===== src/rtl/pifo_gpfc_pkg.sv =====
// ============================================================================
// pifo_gpfc_pkg
// Shared widths, element packing helpers and slot-operation encoding.
// Revision: 1.0
// ============================================================================
`default_nettype none

package pifo_gpfc_pkg;

    localparam int DEF_DEPTH           = 16;
    localparam int DEF_RANK_WIDTH      = 17;
    localparam int DEF_COS_WIDTH       = 3;
    localparam int DEF_GPFC_RANK_WIDTH = 6;
    localparam int DEF_ADDR_WIDTH      = 12;

    // Element packing, MSB first: {overflow, rank, cos, gpfc_rank, addr}
    function automatic int calc_data_width(input int rw, input int cw, input int gw, input int aw);
        return 1 + rw + cw + gw + aw;
    endfunction

    function automatic int calc_rank_lsb(input int cw, input int gw, input int aw);
        return cw + gw + aw;
    endfunction

    localparam int DEF_DATA_WIDTH = calc_data_width(DEF_RANK_WIDTH, DEF_COS_WIDTH,
                                                    DEF_GPFC_RANK_WIDTH, DEF_ADDR_WIDTH);
    localparam int DEF_OVF_POS    = DEF_DATA_WIDTH - 1;
    localparam int DEF_RANK_LSB   = calc_rank_lsb(DEF_COS_WIDTH, DEF_GPFC_RANK_WIDTH,
                                                  DEF_ADDR_WIDTH);

    // Bit 0 = insert fires, bit 1 = pop fires
    typedef enum logic [1:0] {
        OP_HOLD    = 2'b00,
        OP_INS     = 2'b01,
        OP_POP     = 2'b10,
        OP_INS_POP = 2'b11
    } slot_op_e;

endpackage

`default_nettype wire


===== src/rtl/pifo_gpfc_slot.sv =====
// ============================================================================
// pifo_gpfc_slot
// One ordered slot: priority compare against the new element plus next-value mux.
// Revision: 1.0
// ============================================================================
`default_nettype none

module pifo_gpfc_slot
    import pifo_gpfc_pkg::*;
#(
    parameter int DATA_WIDTH = DEF_DATA_WIDTH,
    parameter int RANK_WIDTH = DEF_RANK_WIDTH,
    parameter int OVF_POS    = DEF_OVF_POS,
    parameter int RANK_LSB   = DEF_RANK_LSB,
    parameter bit IS_HEAD    = 1'b0
) (
    input  logic                  clk,
    input  logic                  rstn,
    input  logic [1:0]            i_op,
    input  logic [DATA_WIDTH-1:0] i_new_data,
    input  logic                  i_global_ovf,
    input  logic                  i_any_prev,
    input  logic                  i_any_next,
    input  logic                  i_prev_valid,
    input  logic [DATA_WIDTH-1:0] i_prev_data,
    input  logic                  i_next_valid,
    input  logic [DATA_WIDTH-1:0] i_next_data,
    output logic                  o_any,
    output logic                  o_valid,
    output logic [DATA_WIDTH-1:0] o_data
);

    logic                  r_valid;
    logic [DATA_WIDTH-1:0] r_data;
    logic                  w_flag;
    logic [DATA_WIDTH:0]   w_next;
    slot_op_e              w_op;

    logic                  w_new_ovf;
    logic                  w_slot_ovf;
    logic [RANK_WIDTH-1:0] w_new_rank;
    logic [RANK_WIDTH-1:0] w_slot_rank;

    assign w_op        = slot_op_e'(i_op);
    assign w_new_ovf   = i_new_data[OVF_POS];
    assign w_slot_ovf  = r_data[OVF_POS];
    assign w_new_rank  = i_new_data[RANK_LSB +: RANK_WIDTH];
    assign w_slot_rank = r_data[RANK_LSB +: RANK_WIDTH];

    // Elements in the current round (overflow == global) outrank the next round;
    // strict less-than keeps equal keys in arrival order.
    always_comb begin
        w_flag = 1'b0;
        if (!r_valid) begin
            w_flag = 1'b1;
        end else if ((w_new_ovf == i_global_ovf) && (w_slot_ovf != i_global_ovf)) begin
            w_flag = 1'b1;
        end else if ((w_new_ovf != i_global_ovf) && (w_slot_ovf == i_global_ovf)) begin
            w_flag = 1'b0;
        end else begin
            w_flag = (w_new_rank < w_slot_rank);
        end
    end

    // o_any: some slot at or ahead of this one wins the insert compare
    assign o_any = i_any_prev | w_flag;

    // With a concurrent pop, everything ahead of the insert point slides toward the
    // head and the new element lands one position ahead of where it would have gone.
    always_comb begin
        w_next = {r_valid, r_data};
        case (w_op)
            OP_INS: begin
                if (i_any_prev) begin
                    w_next = {i_prev_valid, i_prev_data};
                end else if (w_flag) begin
                    w_next = {1'b1, i_new_data};
                end
            end
            OP_POP: begin
                w_next = {i_next_valid, i_next_data};
            end
            OP_INS_POP: begin
                if (!i_any_next) begin
                    w_next = {i_next_valid, i_next_data};
                end else if (!o_any || IS_HEAD) begin
                    w_next = {1'b1, i_new_data};
                end
            end
            default: w_next = {r_valid, r_data};
        endcase
    end

    always_ff @(posedge clk) begin
        if (!rstn) begin
            r_valid <= 1'b0;
            r_data  <= '0;
        end else begin
            r_valid <= w_next[DATA_WIDTH];
            r_data  <= w_next[DATA_WIDTH-1:0];
        end
    end

    assign o_valid = r_valid;
    assign o_data  = r_data;

endmodule

`default_nettype wire


===== src/rtl/pifo_calendar_gpfc_queue.sv =====
// ============================================================================
// pifo_calendar_gpfc_queue
// Shift-register PIFO with calendar-style global overflow rounds and GPFC fields.
// Revision: 1.0
// ============================================================================
`default_nettype none

module pifo_calendar_gpfc_queue
    import pifo_gpfc_pkg::*;
#(
    parameter  int DEPTH           = DEF_DEPTH,
    parameter  int RANK_WIDTH      = DEF_RANK_WIDTH,
    parameter  int COS_WIDTH       = DEF_COS_WIDTH,
    parameter  int GPFC_RANK_WIDTH = DEF_GPFC_RANK_WIDTH,
    parameter  int ADDR_WIDTH      = DEF_ADDR_WIDTH,
    localparam int DATA_WIDTH      = calc_data_width(RANK_WIDTH, COS_WIDTH,
                                                     GPFC_RANK_WIDTH, ADDR_WIDTH),
    localparam int CNT_W           = $clog2(DEPTH + 1)
) (
    input  logic                  clk,
    input  logic                  rstn,
    input  logic                  in_ins_valid,
    input  logic [DATA_WIDTH-1:0] in_ins_data,
    output logic                  out_ins_ready,
    input  logic                  in_pop,
    output logic                  out_head_valid,
    output logic [DATA_WIDTH-1:0] out_head_data,
    output logic [CNT_W-1:0]      out_count,
    output logic                  out_full,
    output logic                  out_empty,
    output logic                  out_global_overflow
);

    localparam int               c_OVF_POS  = DATA_WIDTH - 1;
    localparam int               c_RANK_LSB = calc_rank_lsb(COS_WIDTH, GPFC_RANK_WIDTH,
                                                            ADDR_WIDTH);
    localparam logic [CNT_W-1:0] c_DEPTH    = CNT_W'(DEPTH);

    logic [CNT_W-1:0] r_count;
    logic             r_global_ovf;
    logic             w_ins;
    logic             w_pop;
    logic [1:0]       w_op;

    // Index k+1 is slot k; indices 0 and DEPTH+1 are fixed boundary neighbours.
    logic                  w_valid_ext [DEPTH+2];
    logic [DATA_WIDTH-1:0] w_data_ext  [DEPTH+2];
    logic                  w_any_ext   [DEPTH+2];

    assign out_full      = (r_count == c_DEPTH);
    assign out_empty     = (r_count == '0);
    assign out_ins_ready = ~out_full | in_pop;
    assign w_ins         = in_ins_valid & out_ins_ready;
    assign w_pop         = in_pop & ~out_empty;
    assign w_op          = {w_pop, w_ins};

    assign w_valid_ext[0]       = 1'b0;
    assign w_data_ext[0]        = '0;
    assign w_any_ext[0]         = 1'b0;
    assign w_valid_ext[DEPTH+1] = 1'b0;
    assign w_data_ext[DEPTH+1]  = '0;
    // A virtual winner past the tail lets a full queue with a concurrent pop
    // place the least significant newcomer in the last slot.
    assign w_any_ext[DEPTH+1]   = 1'b1;

    for (genvar gi = 0; gi < DEPTH; gi++) begin : g_slot
        pifo_gpfc_slot #(
            .DATA_WIDTH (DATA_WIDTH),
            .RANK_WIDTH (RANK_WIDTH),
            .OVF_POS    (c_OVF_POS),
            .RANK_LSB   (c_RANK_LSB),
            .IS_HEAD    (gi == 0)
        ) u_slot (
            .clk          (clk),
            .rstn         (rstn),
            .i_op         (w_op),
            .i_new_data   (in_ins_data),
            .i_global_ovf (r_global_ovf),
            .i_any_prev   (w_any_ext[gi]),
            .i_any_next   (w_any_ext[gi+2]),
            .i_prev_valid (w_valid_ext[gi]),
            .i_prev_data  (w_data_ext[gi]),
            .i_next_valid (w_valid_ext[gi+2]),
            .i_next_data  (w_data_ext[gi+2]),
            .o_any        (w_any_ext[gi+1]),
            .o_valid      (w_valid_ext[gi+1]),
            .o_data       (w_data_ext[gi+1])
        );
    end

    always_ff @(posedge clk) begin
        if (!rstn) begin
            r_count      <= '0;
            r_global_ovf <= 1'b0;
        end else begin
            case ({w_ins, w_pop})
                2'b10:   r_count <= r_count + 1'b1;
                2'b01:   r_count <= r_count - 1'b1;
                default: r_count <= r_count;
            endcase
            if (w_pop) begin
                r_global_ovf <= w_data_ext[1][c_OVF_POS];
            end
        end
    end

    assign out_head_valid      = w_valid_ext[1];
    assign out_head_data       = w_data_ext[1];
    assign out_count           = r_count;
    assign out_global_overflow = r_global_ovf;

endmodule

`default_nettype wire


===== config.mk =====
export PLATFORM = sky130hd
export DESIGN_NAME = pifo_calendar_gpfc_queue
export DESIGN_NICKNAME = d
export VERILOG_FILES = /design/src/rtl/pifo_gpfc_pkg.sv /design/src/rtl/pifo_gpfc_slot.sv /design/src/rtl/pifo_calendar_gpfc_queue.sv
export SDC_FILE = /design/constraint.sdc
export NUM_CORES = 2
export LEC_CHECK = 0
export ABC_CLOCK_PERIOD_IN_PS = 8400
export BUFFER_PORTS_ARGS = -buffer_cell sky130_fd_sc_hd__buf_2
export CORE_MARGIN = 1.5
export CORE_UTILIZATION = 51
export DETAILED_ROUTE_END_ITERATION = 6
export GPL_ROUTABILITY_DRIVEN = 0
export HOLD_SLACK_MARGIN = 0.02
export PLACE_DENSITY = 0.67
export SYNTH_ARGS = -nofsm -noshare
export SYNTH_HDL_FRONTEND = slang
export SYNTH_SLANG_ARGS = --single-unit

===== constraint.sdc =====
create_clock -name clk -period 8.4 [get_ports clk]
set_input_delay 0.42 -clock clk [delete_from_list [all_inputs] [get_ports clk]]
set_output_delay 0.42 -clock clk [all_outputs]
set_load 0.01 [all_outputs]

==> impl_metrics.yaml <==
synth:
  synth_edf_count: 0
  seq_area_frac_synth: 0.317
  netlist_instances: 5108
  yosys-top-cells-area: "dfxtp_1 32%, ha_1 8.1%, o21ai_0 7.5%"
  ys.flop_type: "dfxtp_1"
  yosys-top-cells-count: "646 x dfxtp_1, 615 x o21ai_0, 608 x a21oi_1, 457 x clkbuf_1, 290 x inv_1"
  syn-num-nets: 5415
  async_reset_ff_frac: 0
  yosysWarnings: 0
  synth_area_mm2: 0.0408
  netlist.top_cell.by_area: "dfxtp_1"
  synth_seq_cells: 646
  yosysMostFrequentCell: "dfxtp_1"
  netlist.area_leader.share: 0.317
  syn_avg_cell_area_um2: 7.99
  yosys.cell_types.count: 89
global_route:
  use_met2: 0.536
  use_met3: 0.0371
  grt_remaining_overflow: 0
  grt_pass1_vias: 38200
  grt_first_pass_wirelength_mm: 221
  track_usage: 0.332
  busiest_layer: "met2"
  grt_max_degree: 217
  antenna_found_initial: 1
  met1_usage: 0.435
critical_path:
  cp-start-kind: "register"
  crit_path_frequent_cell: "nand4_1"
  crit_slowest_cell: "mux2i_4"
  arrival_ns: 6.63
  cp_max_fo: 54
  criticalPathCategory: "register to register"
  critical_path.cell_chain: "inv_1, ha_1, nand4_1, or3_1, a211o_1, nand4_1, nor3b_2, and3_1, nand3_1, mux2i_4, buf_4, o21ai_0, a21oi_1"
  endpoint_kind: "register"
  crit_required_ns: 8.95
  max_stage_delay_ns: 0.98
detailed_routing:
  routed_wl_mm: 140
  vias: 40700
  antenna_left: 0
  wl_per_cell_um: 23.7
  drtIter0Drc: 5287
  via_per_inst: 6.88
  drt-pass1-iter-count: 7
  drc_errors: 39
cts:
  cts-root-buf: "clkbuf_16"
  hold_buffers: 0
  cts_resized: 0
  numCtsBuffers: 74
  cts_tree: "built"
  clk_transition_reported_paths_ns: 0.06
  htreeDepth: 3
  post_cts_buffers: 0
  cts.sinks: 646
  cts_buffer_depth: 3
  clock_latency_ns: 0.65
sta:
  setup_viol: 0
  fin_crit_ns: 6.08
  period_share: 0.724
  hold_slack_ns: 0.236
  worst_pin_slew_ns: 1.28
  rsz0062_at_grt: "false"
  fmax_mhz: 164
  relSlewSlack: 0.141
  hold_viol: 0
  totalNegativeSetupSlack_ns: 0
  worst_slack_ns: 2.32
  skew_ns: 0.0236
  slew_viol_final: 0
finish:
  area_growth_pct: 7.71
  diodes: 0
  fin_util: 0.555
  post-route-cell-area_mm2: 0.0439
  final_nets: 5119
  layout-drive-gt1-share: 0.103
floorplanning:
  die_y_um: 286
  ios: 92
  die_w_um: 286
  core-area_mm2: 0.0791
  start_util: 0.515
  placementRows: 103
  die_area_mm2: 0.0817
power:
  power_density_mw_per_mm2: 385
  max-vdd-ir-drop_mv: 0.215
  p_leak_uw: 0.0156
placed_design:
  preCtsSetupSlack_ns: 2.01
  port_buffers: 91
  hpwlAfterDp_mm: 93.0
  place_area_mm2: 0.0415
flow_run:
  max-cap-violations: 0
status:
  status: "finished with violations"
  violations: "design-rule violations"
worst_hold_path:
  hp-class: "input pin to register"
[critical path: cells and delay by family (launching register included)]
family	cells	cell delay [ns]
AOI/OAI and AO/OA	3	0.70
and+or+nand+nor	6	2.91
adders and majority gates	1	0.31
buffers and inverters	2	0.60
muxes	1	0.98
DFF	1	0.46
[path summary, 6_finish.rpt]
kind / slack [ns] / endpoint / startpoint / depth (start not counted)
setup / recovery: 2.32 / g_slot[9].u_slot.o_data[16] / g_slot[7].u_slot.o_data[32] / 13
hold / removal: 0.24 / g_slot[1].u_slot.o_data[34] / rstn / 3
setup reg to reg: 2.32 / g_slot[9].u_slot.o_data[16] / g_slot[7].u_slot.o_data[32] / 13
hold reg to reg: 0.47 / g_slot[14].u_slot.o_data[11] / g_slot[15].u_slot.o_data[11] / 2
[metal layers]
layer / up-vias / wire length, µm
met1: 19600 / 58200
li1: 18900 / -
met4: 2 / 7630
met5: - / 13
met2: 1872 / 64100
met3: 350 / 10200
[layout make-up]
cell class,count,area (µm²)
Clock inverter,13,206
Multi-Input combinational cell,3611,25000
Timing Repair Buffer,186,1190
Clock buffer,113,2230
Sequential cell,646,12900
Inverter,293,1100
Fill cell,7327,35200
Tap cell,1050,1310
[layout by cell type (no fill, tap or decap), types with 21 or more instances in the layout]
master     instances
a211oi_1          59
a21o_1            38
a21oi_1          603
a221oi_1         117
a222oi_1         220
a22oi_1          197
a2bb2oi_1         21
a31oi_1          197
buf_2             90
buf_4             94
clkbuf_16         77
dfxtp_1          646
ha_1             261
inv_1            289
mux2_2           128
mux2i_1          102
nand2_1          273
nand2b_1          40
nand3_1           77
nand3b_1          22
nand4_1           34
nor2_1           229
nor3_1            37
o21a_1            41
o21ai_0          610
[cells by family after synthesis]
family | count (synthesis) | share of synthesized area
buffers and inverters | 851 | 0.0816
adders and majority gates | 264 | 0.0812
AOI/OAI and AO/OA | 2300 | 0.364
and+or+nand+nor | 798 | 0.0905
DFF | 646 | 0.317
muxes | 240 | 0.0633
xor gates and xnor gates | 9 | 0.00193
[power breakdown]
part	leakage, µW	switching (µW)	internal, µW	total (µW)
combinational	0.00908	4730	2920	7650
sequential	0.00535	1480	4450	5920
clock	0.00120	1380	1950	3330
total	0.0156	7580	9320	16900
[registers in the layout (all words and copies together) (netlist names)]
name and cells:
out_count 5, g_slot.u_slot.o_valid 16, out_global_overflow 1, g_slot.u_slot.o_data 624
[per-stage QoR]
stage | std cells | total power [µW]
finish | 5912 | 16900
global route | 5912 | 18100
CTS | 5912 | 16700
detailed placement | 5786 | 13400
global placement | 5786 | 13200
floorplan | 5108 | 11100
Note: power is estimated with default switching activity, not from simulation.
